===== config.mk =====
export PLATFORM = sky130hd
export DESIGN_NAME = control_sequencer
export DESIGN_NICKNAME = d
export VERILOG_FILES = /design/src/rtl/control_sequencer.sv
export SDC_FILE = /design/constraint.sdc
export NUM_CORES = 1
export LEC_CHECK = 0
export BUFFER_PORTS_ARGS = -buffer_cell sky130_fd_sc_hd__buf_4
export CAP_MARGIN = 20
export CORE_MARGIN = 2
export CORE_UTILIZATION = 45
export CTS_CLUSTER_DIAMETER = 200
export CTS_CLUSTER_SIZE = 28
export DETAILED_ROUTE_END_ITERATION = 6
export PLACE_DENSITY = 0.75
export RECOVER_POWER = 100
export SETUP_SLACK_MARGIN = 0.5
export SLEW_MARGIN = 20
export SYNTH_ARGS = -nofsm -noshare
export SYNTH_HDL_FRONTEND = slang
export SYNTH_SLANG_ARGS = --single-unit

===== constraint.sdc =====
create_clock -name clk -period 4.75 [get_ports clk]
set_input_delay 0.95 -clock clk [delete_from_list [all_inputs] [get_ports clk]]
set_output_delay 0.95 -clock clk [all_outputs]
set_load 0.005 [all_outputs]

===== src/rtl/control_sequencer.sv =====
// control_sequencer: Moore control FSM driving the data_path fetch/decode/
// execute/memory sequence, with a bounded memory-wait timeout, a sticky
// fault state and a retired-instruction counter.
module control_sequencer (
  input  logic        clk,
  input  logic        reset,
  input  logic [31:0] IR_Out,
  input  logic        MFC,
  input  logic [3:0]  SR_Flags,
  output logic        MAR_EN,
  output logic        MDR_EN,
  output logic        IR_EN,
  output logic        RF_RW,
  output logic        SR_EN,
  output logic        MFA,
  output logic        RW_RAM,
  output logic [1:0]  DataSize,
  output logic [3:0]  State,
  output logic        Fault,
  output logic [7:0]  Retired
);

  typedef enum logic [3:0] {
    S_IDLE       = 4'd0,
    S_FETCH_ADDR = 4'd1,
    S_FETCH_MEM  = 4'd2,
    S_FETCH_IR   = 4'd3,
    S_DECODE     = 4'd4,
    S_EXEC_ALU   = 4'd5,
    S_MEM_ADDR   = 4'd6,
    S_MEM_ACCESS = 4'd7,
    S_MEM_WB     = 4'd8,
    S_FAULT      = 4'd9
  } state_t;

  state_t      r_state;
  state_t      w_next;
  logic [3:0]  r_wait;
  logic [7:0]  r_retired;
  logic        w_cond;
  logic        w_timeout;
  logic        w_retire;
  logic        w_in_wait;
  logic        w_n, w_z, w_c, w_v;
  logic        w_unused;

  assign w_n = SR_Flags[3];
  assign w_z = SR_Flags[2];
  assign w_c = SR_Flags[1];
  assign w_v = SR_Flags[0];

  // IR fields this sequencer does not decode
  assign w_unused = ^{IR_Out[25:23], IR_Out[21], IR_Out[19:0]};

  assign w_in_wait = (r_state == S_FETCH_MEM) || (r_state == S_MEM_ACCESS);
  // r_wait == 15 means this is the 16th consecutive MFC=0 cycle
  assign w_timeout = (r_wait == 4'hF);

  // ARM condition-code evaluation of IR_Out[31:28] against {N,Z,C,V}
  always_comb begin
    w_cond = 1'b0;
    case (IR_Out[31:28])
      4'b0000: w_cond = w_z;
      4'b0001: w_cond = !w_z;
      4'b0010: w_cond = w_c;
      4'b0011: w_cond = !w_c;
      4'b0100: w_cond = w_n;
      4'b0101: w_cond = !w_n;
      4'b0110: w_cond = w_v;
      4'b0111: w_cond = !w_v;
      4'b1000: w_cond = w_c && !w_z;
      4'b1001: w_cond = !w_c || w_z;
      4'b1010: w_cond = (w_n == w_v);
      4'b1011: w_cond = (w_n != w_v);
      4'b1100: w_cond = !w_z && (w_n == w_v);
      4'b1101: w_cond = w_z || (w_n != w_v);
      4'b1110: w_cond = 1'b1;
      default: w_cond = 1'b0;
    endcase
  end

  // Next-state selection; unused encodings fall into FAULT
  always_comb begin
    w_next = r_state;
    case (r_state)
      S_IDLE:       w_next = S_FETCH_ADDR;
      S_FETCH_ADDR: w_next = S_FETCH_MEM;
      S_FETCH_MEM: begin
        if (MFC)            w_next = S_FETCH_IR;
        else if (w_timeout) w_next = S_FAULT;
      end
      S_FETCH_IR:   w_next = S_DECODE;
      S_DECODE: begin
        if (!w_cond) w_next = S_FETCH_ADDR;
        else begin
          case (IR_Out[27:26])
            2'b01:   w_next = S_MEM_ADDR;
            2'b11:   w_next = S_FAULT;
            default: w_next = S_EXEC_ALU;
          endcase
        end
      end
      S_EXEC_ALU:   w_next = S_FETCH_ADDR;
      S_MEM_ADDR:   w_next = S_MEM_ACCESS;
      S_MEM_ACCESS: begin
        if (MFC)            w_next = IR_Out[20] ? S_MEM_WB : S_FETCH_ADDR;
        else if (w_timeout) w_next = S_FAULT;
      end
      S_MEM_WB:     w_next = S_FETCH_ADDR;
      S_FAULT:      w_next = S_FAULT;
      default:      w_next = S_FAULT;
    endcase
  end

  // An instruction retires whenever control returns to FETCH_ADDR from an
  // executing state, including condition-failed instructions out of DECODE
  assign w_retire = (w_next == S_FETCH_ADDR) &&
                    ((r_state == S_DECODE)     || (r_state == S_EXEC_ALU) ||
                     (r_state == S_MEM_ACCESS) || (r_state == S_MEM_WB));

  // State register
  always_ff @(posedge clk or posedge reset) begin
    if (reset) r_state <= S_IDLE;
    else       r_state <= w_next;
  end

  // Memory-wait counter: counts MFC=0 cycles in a wait state, zero elsewhere,
  // so it is always clear on entry to FETCH_MEM/MEM_ACCESS
  always_ff @(posedge clk or posedge reset) begin
    if (reset)                 r_wait <= '0;
    else if (w_in_wait && !MFC) r_wait <= r_wait + 4'd1;
    else                       r_wait <= '0;
  end

  // Retired-instruction counter, wraps naturally at 8 bits
  always_ff @(posedge clk or posedge reset) begin
    if (reset)         r_retired <= '0;
    else if (w_retire) r_retired <= r_retired + 8'd1;
  end

  // Moore output decode (MEM_ACCESS also looks at IR_Out and MFC)
  always_comb begin
    MAR_EN   = 1'b0;
    MDR_EN   = 1'b0;
    IR_EN    = 1'b0;
    RF_RW    = 1'b0;
    SR_EN    = 1'b0;
    MFA      = 1'b0;
    RW_RAM   = 1'b0;
    DataSize = 2'b00;
    Fault    = 1'b0;
    case (r_state)
      S_FETCH_ADDR: MAR_EN = 1'b1;
      S_FETCH_MEM: begin
        MFA      = 1'b1;
        RW_RAM   = 1'b1;
        DataSize = 2'b10;
      end
      S_FETCH_IR:   IR_EN = 1'b1;
      S_EXEC_ALU: begin
        RF_RW = 1'b1;
        SR_EN = (IR_Out[27:26] == 2'b00) ? IR_Out[20] : 1'b0;
      end
      S_MEM_ADDR:   MAR_EN = 1'b1;
      S_MEM_ACCESS: begin
        MFA      = 1'b1;
        RW_RAM   = IR_Out[20];
        DataSize = IR_Out[22] ? 2'b00 : 2'b10;
        MDR_EN   = IR_Out[20] & MFC;
      end
      S_MEM_WB:     RF_RW = 1'b1;
      S_FAULT:      Fault = 1'b1;
      default: ;
    endcase
  end

  assign State   = r_state;
  assign Retired = r_retired;

endmodule


==> results.toml <==
[clock_tree]
clk_pin_slew_ps = 90
cts_tree = "built"
postCtsSetupBuffers = 0
cts_made_buffers = 3
numClockSinks = 16
clockBufferDepth = 2
root_buffer = "clkbuf_4"
cts_hold_buf = 0
insertion_delay_ps = 290
ctsResizeCount = 0
h-tree-depth = 1

[detailed_routing]
wl_um = 2700
drc = 0
firstDrtPassIters = 4
vias = 1160
viasPerCell = 5.66
route.antenna.remaining_nets = 0
drtIter0Drc = 49
wl_per_cell_um = 13.2

[grt]
antenna_found_initial = 0
grt-ovfl-total = 0
grt_start_max_net_pins = 17
grt_use_total_pct = 18.5
grt_pass1_vias = 1068
grt_pass1_wl_um = 4710

[cells_and_area]
area_growth_pct = 21.0
finalNetCount = 218
drive_gt1_share_pct = 23.4
fillers = 234
n_antenna_cell = 0

[synthesis]
ys_seq_area_share_pct = 33.0
synth_edf_count = 0
yosysWarnings = 0
synth_top_area_share_pct = 33.0
ys_ff_latch = 16
synthArstFlopShare_pct = 100
netlist_area_um2 = 1210
avgSynthCellArea_um2 = 8.38
synth-main-ff-cell = "dfrtp_1"
syn-num-nets = 186
synth.area.top_cells = "dfrtp_1 33%, nor2_1 6.5%, xnor2_1 6.5%"
ys_types = 46
synthCells = 145
yosysTopAreaCell = "dfrtp_1"

[timing]
worst_pin_slew_ps = 591
max_freq_mhz = 363
slew_viol_final = 0
finalSetupTns_ps = 0
finalSetupViolations = 0
timing.hold.ws_ps = 472
relSlewSlack_pct = 60.5
finalCritPeriodShare_pct = 58.0
hold_viol = 0
fin_crit_ps = 2750
rsz0062_at_grt = "false"
skew_ps = 4.12

[setup_path]
critical_path.endpoint_type = "primary output"
crit_type = "reg2out"
crit_chain = "nand2_1, or2_2, nor4_1, buf_4"
critPathMaxFanout = 13
slowest_stage = "dfrtp_1"
crit_required_ps = 3800
max_stage_delay_ps = 550
setup.worst_path.start_class = "flip-flop"
worstPathArrival_ps = 1800

[run]
cap_violations = 0

[power_and_ir_drop]
internal_power_mw = 0.395
p_leak_nw = 0.652
p_switching_mw = 0.296
ir_drop_mv = 0.316
power_per_cell_area_nw_per_um2 = 471
seq_power_share_pct = 36.7
combPwrFrac_pct = 53.0
p_clk_share_pct = 10.2
swShare_pct = 42.9

[place]
portBuffers = 35
gp_congestion = 0.806
dp_hpwl_um = 2020

[die]
dieArea_um2 = 3130
row_count = 18
start_util_pct = 48.2
core_area_um2 = 2520
dieHeight_um = 56.0
chipWidth_um = 56.0
io_pins = 61

[status]
status = "complete, no violations"

[worst_hold_path]
hold_path.class = "reg2reg"
==> power groups by stage <==
| stage | registers (mW) | clock network, mW | logic (mW) |
|---|---|---|---|
| 2_1_floorplan | 0.217 | 0 | 0.265 |
| 3_3_place_gp | 0.253 | 0 | 0.368 |
| 3_5_place_dp | 0.257 | 0 | 0.379 |
| 4_1_cts | 0.255 | 0.0740 | 0.381 |
| 5_1_grt | 0.269 | 0.0775 | 0.408 |
| 6_report | 0.254 | 0.0708 | 0.367 |
==> sequential cells by signal, summed over array words and instances (netlist names) <==
name / count
State: 4
Retired: 8
r_wait: 4
==> cells in the mapped netlist, types with 4 or more instances <==
library cell	n
xnor2_1	9
nand3_1	4
nor3b_1	4
nand2_1	10
nor2_1	21
o21ai_0	8
nor3_1	6
dfrtp_1	16
a21oi_1	6
inv_1	7
==> cells in the final DEF (no fill, tap or decap), drive strengths merged, types with 2 or more instances in the layout <==
| cell type | n |
|---|---|
| nor2 | 21 |
| o211ai | 2 |
| nor3b | 4 |
| clkbuf | 25 |
| nand2 | 10 |
| and3 | 2 |
| o31ai | 2 |
| buf | 13 |
| or2 | 2 |
| xnor2 | 9 |
| inv | 7 |
| a21oi | 6 |
| nor4 | 3 |
| dfrtp | 16 |
| o21ai | 11 |
| mux2i | 2 |
| nand2b | 3 |
| ha | 2 |
| xor2 | 3 |
| a211o | 3 |
| nor3 | 6 |
| nand3 | 4 |
==> logic make-up (layout without fill, tap and decap cells) <==
family / count (synthesis) / in the layout / share of synthesized area [%]
AND/OR/NAND/NOR: 63 / 63 / 26.4
XOR/XNOR: 12 / 12 / 8.65
AO/OA/AOI/OAI: 33 / 33 / 20.8
other: 1 / 1 / 0.309
multiplexers: 3 / 3 / 2.88
adder cells (fa/ha/maj): 2 / 2 / 2.06
buffers and inverters: 15 / 45 / 5.97
flip-flops: 16 / 16 / 33.0
==> path summary, 6_finish.rpt <==
check / startpoint / end / slack, ps / depth (start not counted)
min reg2reg: r_wait[0] / r_wait[0] / 470 / 1
max reg2reg: State[0] / Retired[1] / 2420 / 6
min in group asynchronous: reset / Retired[0] / 720 / 2
min: r_wait[0] / r_wait[0] / 470 / 1
max: State[0] / SR_EN / 2000 / 4
max in group asynchronous: reset / r_wait[1] / 3640 / 2
==> final cells by class <==
type                            instances  area, um2  area share (%)
Timing Repair Buffer                   35        251            17.1
Sequential cell                        16        400            27.2
Multi-Input combinational cell        114        732            49.8
Clock buffer                            3       22.5            1.53
Tap cell                               30       37.5            2.55
Inverter                                7       26.3            1.79
==> metrics by stage <==
stage	power, mW	setup WS (ps)	std cells	cell area (um2)	utilization, %
after floorplan	0.482	2230	145	1210	-
after global placement	0.621	2070	202	1470	58.2
after detailed placement	0.636	1990	202	1470	58.2
after CTS	0.709	2000	205	1490	59.1
after global routing	0.755	1820	205	1470	58.3
final	0.692	2000	205	1470	58.3
==> worst max-delay path, delay by kind of cell (launching register included) <==
| family | cells | cell delay, ps |
|---|---|---|
| simple gates | 3 | 800 |
| buf+inv | 1 | 160 |
| flops | 1 | 550 |
==> routing by layer <==
layer | up-vias | global-route usage (%) | share of wire (%)
li1 | 574 | - | -
met1 | 538 | 25.5 | 46
met2 | 44 | 27.7 | 46
met3 | 4 | 3.49 | 6.0
met4 | 0 | 9.18 | 1.9
met5 | - | 0 | 0
No activity file was read; power rests on OpenSTA's default activity.
